--- src/rtl/apb_req_bridge.sv ---
// apb_req_bridge: single-outstanding core data port to APB master bridge.
// Local decode/partial-write rejection and bounded ACCESS-phase timeout.
module apb_req_bridge #(
  parameter int APB_ADDR_WIDTH = 32,
  parameter int TIMEOUT_CYCLES = 255
) (
  input  logic                      clk,
  input  logic                      rst,
  input  logic                      data_req_i,
  output logic                      data_gnt_o,
  input  logic [31:0]               data_addr_i,
  input  logic                      data_we_i,
  input  logic [3:0]                data_be_i,
  input  logic [31:0]               data_wdata_i,
  output logic                      data_rvalid_o,
  output logic [31:0]               data_rdata_o,
  output logic                      data_err_o,
  output logic [APB_ADDR_WIDTH-1:0] paddr,
  output logic [31:0]               pwdata,
  output logic                      pwrite,
  output logic                      psel,
  output logic                      penable,
  input  logic [31:0]               prdata,
  input  logic                      pready,
  input  logic                      pslverr
);

  localparam int CW = (TIMEOUT_CYCLES > 0) ? $clog2(TIMEOUT_CYCLES + 1) : 1;
  localparam int TL = (TIMEOUT_CYCLES > 0) ? TIMEOUT_CYCLES - 1 : 0;
  localparam logic [CW-1:0] TLIM = CW'(TL);

  typedef enum logic [1:0] {
    IDLE,
    SETUP,
    ACCESS,
    RESP
  } state_t;

  state_t        state, state_n;
  logic [CW-1:0] cnt;
  logic [31:0]   addr_q;
  logic [31:0]   wdata_q;
  logic [31:0]   rdata_q;
  logic          we_q;
  logic          err_q;
  logic          mapped;
  logic          bad_we;
  logic          reject;
  logic          grant;
  logic          timeout;
  logic          unused_addr;

  // Both windows are 32 KiB aligned, so bits [31:15] identify them.
  assign mapped = (data_addr_i[31:15] == 17'h03420) ||
                  (data_addr_i[31:15] == 17'h03422);
  assign bad_we = data_we_i && (data_be_i != 4'hF);
  assign reject = !mapped || bad_we;
  assign grant  = (state == IDLE) && data_req_i;

  // Fires on the last permitted ACCESS cycle with no pready.
  assign timeout = (TIMEOUT_CYCLES != 0) && !pready && (cnt == TLIM);

  assign data_gnt_o   = grant;
  assign data_err_o   = data_rvalid_o & err_q;
  assign data_rdata_o = data_rvalid_o ? rdata_q : 32'h0;
  assign paddr        = {addr_q[APB_ADDR_WIDTH-1:2], 2'b00};
  assign pwdata       = wdata_q;
  assign pwrite       = we_q;
  assign unused_addr  = ^addr_q[1:0];

  // State register.
  always_ff @(posedge clk or posedge rst) begin
    if (rst) state <= IDLE;
    else     state <= state_n;
  end

  // Next-state and APB/response strobes.
  always_comb begin
    state_n       = state;
    psel          = 1'b0;
    penable       = 1'b0;
    data_rvalid_o = 1'b0;
    unique case (state)
      IDLE: begin
        if (data_req_i) state_n = reject ? RESP : SETUP;
      end
      SETUP: begin
        psel    = 1'b1;
        state_n = ACCESS;
      end
      ACCESS: begin
        psel    = 1'b1;
        penable = 1'b1;
        if (pready || timeout) state_n = RESP;
      end
      RESP: begin
        data_rvalid_o = 1'b1;
        state_n       = IDLE;
      end
      default: state_n = IDLE;
    endcase
  end

  // Counts ACCESS cycles spent waiting for pready.
  always_ff @(posedge clk or posedge rst) begin
    if (rst)                          cnt <= '0;
    else if (state == ACCESS && !pready) cnt <= cnt + CW'(1);
    else                              cnt <= '0;
  end

  // Request capture and response capture.
  always_ff @(posedge clk or posedge rst) begin
    if (rst) begin
      addr_q  <= 32'h0;
      wdata_q <= 32'h0;
      we_q    <= 1'b0;
      err_q   <= 1'b0;
      rdata_q <= 32'h0;
    end else begin
      if (grant) begin
        addr_q  <= data_addr_i;
        wdata_q <= data_wdata_i;
        we_q    <= data_we_i;
        err_q   <= reject;
        rdata_q <= 32'h0;
      end
      if (state == ACCESS && pready) begin
        err_q   <= pslverr;
        rdata_q <= (!we_q && !pslverr) ? prdata : 32'h0;
      end else if (state == ACCESS && timeout) begin
        err_q   <= 1'b1;
        rdata_q <= 32'h0;
      end
    end
  end

endmodule

--- config.mk ---
export PLATFORM = sky130hd
export DESIGN_NAME = apb_req_bridge
export DESIGN_NICKNAME = d
export VERILOG_FILES = /design/src/rtl/apb_req_bridge.sv
export SDC_FILE = /design/constraint.sdc
export NUM_CORES = 1
export LEC_CHECK = 0
export BUFFER_PORTS_ARGS = -buffer_cell sky130_fd_sc_hd__clkbuf_2
export CORE_MARGIN = 5
export CORE_UTILIZATION = 28
export DETAILED_ROUTE_END_ITERATION = 6
export HOLD_SLACK_MARGIN = 0.08
export PLACE_DENSITY = 0.6
export SYNTH_ARGS = -nofsm -noshare
export SYNTH_HDL_FRONTEND = slang
export SYNTH_SLANG_ARGS = --single-unit
--- constraint.sdc ---
create_clock -name clk -period 5 [get_ports clk]
set_input_delay 1 -clock clk [delete_from_list [all_inputs] [get_ports clk]]
set_output_delay 1 -clock clk [all_outputs]
set_load 0.005 [all_outputs]
==> results of run 1 <==
cell usage in the layout (no fill, tap or decap), types with 3 or more instances in the layout:
cell       synthesis  final
a21oi_1            3      3
a22o_1            32     32
and2_1            33     33
buf_4              3      3
clkbuf_16          0      9
clkbuf_2           0    203
dfrtp_1          106    106
ha_1               6      6
inv_1              5      4
mux2_1            27     27
mux2_2            37     37
nand2_1            4      4
nand3_1            4      4
nor2_1            10      9
xor2_1             3      3
worst max-delay path, cell delays in order (launching register included):
cell	delay [ps]
dfrtp_1	400
ha_1	810
and2_1	230
clkbuf_2	150
state kept, by name, summed over array words and instances (netlist names):
| register | flops |
|---|---|
| pwdata | 32 |
| state | 2 |
| rdata_q | 32 |
| err_q | 1 |
| pwrite | 1 |
| addr_q | 30 |
| cnt | 8 |
worst paths after layout:
| check | start | end | slack (ps) | depth (start not counted) |
|---|---|---|---|---|
| worst max-delay path | state[1] | data_err_o | 2070 | 3 |
| worst min-delay path | pwdata[5] | pwdata[5] | 490 | 1 |
| worst max register to register | state[0] | err_q | 2510 | 8 |
| worst min register to register | pwdata[5] | pwdata[5] | 490 | 1 |
| max in group asynchronous | rst | rdata_q[7] | 3150 | 3 |
| min in group asynchronous | rst | pwdata[11] | 820 | 2 |
layout make-up:
class	count	area share
multi-input cells	184	0.268
clock inverters	4	0.0125
repair buffers	206	0.176
flip-flops and latches	106	0.450
clock buffers	12	0.0436
well taps	211	0.0448
inverters	6	0.00425
cell families after synthesis:
kind of cell,synth area share
AND/OR/NAND/NOR,0.0896
flip-flops,0.607
adder cells (fa/ha/maj),0.0172
AO/OA/AOI/OAI,0.0770
XOR/XNOR,0.00802
other,0.000858
multiplexers,0.167
buffers and inverters,0.0335
per-stage QoR:
step / hold slack [ps] / power (W) / setup slack (ps) / utilization
2_1_floorplan: 455 / 0.00206 / 1210 / -
3_3_place_gp: 470 / 0.00253 / 2110 / 0.364
3_5_place_dp: 477 / 0.00258 / 2040 / 0.364
4_1_cts: 492 / 0.00338 / 1990 / 0.386
5_1_grt: 505 / 0.00355 / 1860 / 0.386
6_report: 485 / 0.00330 / 2070 / 0.386
synthesized netlist by cell type (all sizes together):
cell type,number,share of area
conb,1,0.00086
and3,1,0.0014
dfrtp,106,0.61
mux2,64,0.16
nor4b,2,0.0040
nor2,11,0.010
nor4bb,1,0.0023
nand2b,1,0.0014
mux2i,1,0.0023
a22o,32,0.064
nor4,1,0.0014
and2,33,0.047
ha,6,0.017
nand2,5,0.0049
o22ai,1,0.0014
nand3b,1,0.0017
buf,14,0.025
a221o,1,0.0023
a21oi,3,0.0034
xnor2,1,0.0020
nand3,4,0.0046
nand4,3,0.0057
clkbuf,4,0.0034
a31oi,1,0.0014
and4,1,0.0020
or3,2,0.0029
inv,6,0.0052
o21ai,3,0.0043
xor2,3,0.0060
routing by layer:
layer | vias up | GRT usage | wire length, um
li1 | 1496 | - | -
met1 | 1586 | 0.153 | 4700
met2 | 116 | 0.204 | 5380
met3 | 5 | 0.0384 | 781
met4 | 0 | 0.0302 | 78
met5 | - | 0 | 0
where the power goes:
group | switching, W | internal, W | total [W]
logic | 0.000508 | 0.000600 | 0.00111
clock network | 0.000304 | 0.000467 | 0.000770
registers | 0.000188 | 0.00124 | 0.00143
==> summary.txt, run 1 <==
CTS tree: built
deepest clock path buffer count: 2
vias: 3203
max cap viols: 0
Design Area, Final: 0.00589 mm^2
placed cells: 713
cell area after synthesis: 0.00437 mm^2
vias per std cell: 4.39
maximum number of pins on one net before global-route repair: 73
total number of yosys warnings: 0
DR iter-0 viols: 110
setup TNS: 0 ps
RSZ-0062 raised after global routing: no
multi-input logic area: 0.00158 mm^2
Critical Path Sink Type: primary output
HPWL Detailed: 8.25 mm
Worst slew margin: 0.131
initial antenna violation count: 0
Total Wirelength: 10.9 mm
fin cells: 729
Final setup violation count: 0
Worst-path clk slew: 70 ps
Core Box Area: 0.0153 mm^2
DRT Pass-1 Iters: 4
PostCTS Resize Cnt: 0
site row count: 45
Clock Tree Root: clkbuf_16
Hold Vio Cnt, Final: 0
H-tree depth: 3
TritonCTS Buffers: 9
post-synthesis sequential area ratio: 0.607
fmax: 342 MHz
Min Clock Period, post-route: 2930 ps
Post-CTS Setup Repair Bufs: 0
CP Data Required Time: 4000 ps
GRT overflow: 0
Placed Instance Area: 0.00556 mm^2
Routed WL per cell: 15.0 um
die height: 135 um
Layout fillers: 1511
vias in the first global route: 3453
Hold WC Path Type: flip-flop to flip-flop
fin nets: 625
Initial Util: 0.287
n_diodes: 0
crit share post-route: 0.585
Boundary Pins: 208
proportion of layout cells with a drive suffix above 1: 0.512
Post-Syn Instances: 313
CP max FO: 34
hold_buf cts: 0
syn_area_per_cell: 14.0 um^2
Slew @ Worst Pin: 1300 ps
crit path kind: flip-flop to primary output
Die Area: 0.0182 mm^2
GRT Overall Usage: 0.122
Routability Congestion: 0.734
Pleak: 3.00 nW
Yosys reg bits: 106
worst skew pair latency: 340 ps
outcome: finished, final reports clean
input/output buffers: 203
CP Data Arrival Time: 1930 ps
Final ANT Viol Nets: 0
global-route wire length before repair: 17.8 mm
VDD IR max: 0.216 mV
Sequential Area: 0.00265 mm^2
area grow syn2layout: 34.7%
Cell Pwr Density: 561 mW/mm^2
Startpoint Class: flip-flop
die width: 135 um
Synth cell types: 37
DRC viols: 0
Clock Skew: 7.85 ps
Sink Count: 106
Max Slew Vio Count: 0
Power figures use the tool's default switching activity.
==> run 2: changes to the inputs <==
ABC_AREA = 1   (was not set)
PLACE_DENSITY = 0.61   (was 0.6)
clock period = 2.4 ns   (was 5 ns; I/O delays follow)
==> run 2 against run 1 <==
Effect of this change:
- clock-buffer cell count shrank 2
- design area grew 6.3%
- sequential share of layout area shrank 2.7 points
- critical path depth grew 2
- first-iteration DRC count grew 100%
- clock skew grew 4.8 ps
- wire length grew 18%
- sequential power grew 100%
- power grew 110%
- clock power grew 91%
- area after synthesis grew 8.5%
- setup slack lost 1800 ps
- largest power group unchanged
==> summary.txt, run 2 <==
vias: 4215
CTS tree: built
Final Util: 0.378
total number of yosys warnings: 0
Total Wirelength: 12.9 mm
setup TNS: 0 ps
VDD IR max: 0.519 mV
most common cell in the netlist: nand2_1
Die Area: 0.0196 mm^2
Core Box Area: 0.0166 mm^2
syn_area_per_cell: 8.11 um^2
CP Data Required Time: 1920 ps
Worst R2R End: err_q
input/output buffers: 203
PostCTS Resize Cnt: 0
proportion of layout cells with a drive suffix above 1: 0.308
cell area after synthesis: 0.00474 mm^2
crit share post-route: 0.865
Max Slew Vio Count: 0
register-to-register setup slack: 680 ps
H-tree depth: 3
Initial Util: 0.286
Synth area leaders: dfrtp_1 (56%), nand2_1 (20%), inv_1 (4.6%)
Boundary Pins: 208
outcome: finished, final reports clean
commonest cells after routing, fill and taps aside: nand2_1 (258), clkbuf_2 (203), dfrtp_1 (106), inv_1 (57), nand3_1 (37)
DRC viols: 0
Post-CTS Setup Repair Bufs: 0
TritonCTS Buffers: 9
hold_ws: 91.1 ps
crit path kind: flip-flop to primary output
fin cells: 1002
HPWL Detailed: 9.44 mm
fin nets: 889
maximum number of pins on one net before global-route repair: 63
reg2reg start: state[0]
Pleak: 3.70 nW
Main synth FF type: dfrtp_1
Routed WL per cell: 12.9 um
fmax: 481 MHz
R2R depth: 9
deepest clock path buffer count: 2
vias in the first global route: 4245
Hold WC Path Type: input port to asynchronous set/reset pin
Layout fillers: 1767
worst skew pair latency: 350 ps
global-route wire length before repair: 21.3 mm
vias per std cell: 4.21
DR iter-0 viols: 223
Yosys reg bits: 106
Critical Path Sink Type: primary output
RSZ-0062 raised after global routing: no
GRT Overall Usage: 0.131
max cap viols: 0
Final ANT Viol Nets: 0
area share of the largest cell type after synthesis: 0.559
GRT overflow: 0
Routability Congestion: 0.813
die width: 140 um
most common cell after layout, fill and taps aside: nand2_1
Async S/R FF share, synth: 1.00
Yosys top cell by area: dfrtp_1
Pwr Total: 0.00686 W
Hold Vio Cnt, Final: 0
Cell Pwr Density: 1090 mW/mm^2
Startpoint Class: flip-flop
Post-synth EDFFs: 0
placed cells: 986
Post-Syn Instances: 585
Worst-path clk slew: 70 ps
commonest cells in the netlist: nand2_1 (259), dfrtp_1 (106), inv_1 (58)
post-synthesis sequential area ratio: 0.559
Clock Skew: 12.6 ps
CP max FO: 23
Min Clock Period, post-route: 2080 ps
area grow syn2layout: 32.0%
DRT Pass-1 Iters: 4
die height: 140 um
site row count: 47
initial antenna violation count: 0
Synth cell types: 28
hold_buf cts: 0
Clock Tree Root: clkbuf_16
Sink Count: 106
CP Data Arrival Time: 1600 ps
Final setup violation count: 0
n_diodes: 0
-- run 2: cell count changes after synthesis, moves of 29 or more --
cell,previous run,this run
nand2_1,4,259
inv_1,5,58
mux2_2,37,0
and2_1,33,0
nand3_1,4,37
a22o_1,32,0
o21ai_1,0,29
-- run 2: area by class of cell --
type	count	area, um^2	area share
clock buffers	10	239	0.0382
clock inverters	6	57.6	0.00919
inverters	59	225	0.0360
multi-input cells	389	1690	0.270
flip-flops and latches	106	2650	0.424
well taps	220	275	0.0440
repair buffers	212	1120	0.179
-- run 2: worst max-delay path, cell delays in order, from the launching register on --
cell,delay [ps]
dfrtp_1,410
inv_1,110
ha_1,230
nand2_4,220
inv_2,160
clkbuf_2,120
-- run 2: through the flow --
stage | setup WS (ps) | cell area [um^2]
final | 323 | 6260
after global routing | 203 | 6260
after CTS | 282 | 6260
after detailed placement | 662 | 5970
after global placement | 693 | 5970
after floorplan | 646 | 4750
-- run 2: layer usage --
metal  wire (um)  track usage  vias to the layer above
met3        1060       0.0372                       15
li1            -            -                     2158
met1        5930        0.177                     1890
met2        5690        0.203                      152
met5           0            0                        -
met4         225       0.0449                        0
-- run 2: kinds of logic after synthesis --
kind of cell / Yosys count / share of synthesized area
AOI/OAI and AO/OA: 51 / 0.0551
xor gates and xnor gates: 1 / 0.00185
adders and majority gates: 6 / 0.0158
buffers and inverters: 91 / 0.0870
DFF: 106 / 0.559
other: 1 / 0.000791
and+or+nand+nor: 329 / 0.280
-- run 2: where the power goes --
part           internal [W]  switching [W]  leakage, nW  total, W
clock network      0.000760       0.000710        0.147   0.00147
registers           0.00252       0.000413         1.37   0.00293
logic               0.00101        0.00144         2.18   0.00245
-- run 2: how the worst max path moves through the flow --
stage / cells past startpoint / start / endpoint
after floorplan: 1 / rst / addr_q[10]
after global placement: 9 / state[0] / err_q
after detailed placement: 9 / state[0] / err_q
after CTS: 5 / state[0] / data_gnt_o
after global routing: 5 / state[0] / data_gnt_o
final: 5 / state[0] / data_gnt_o
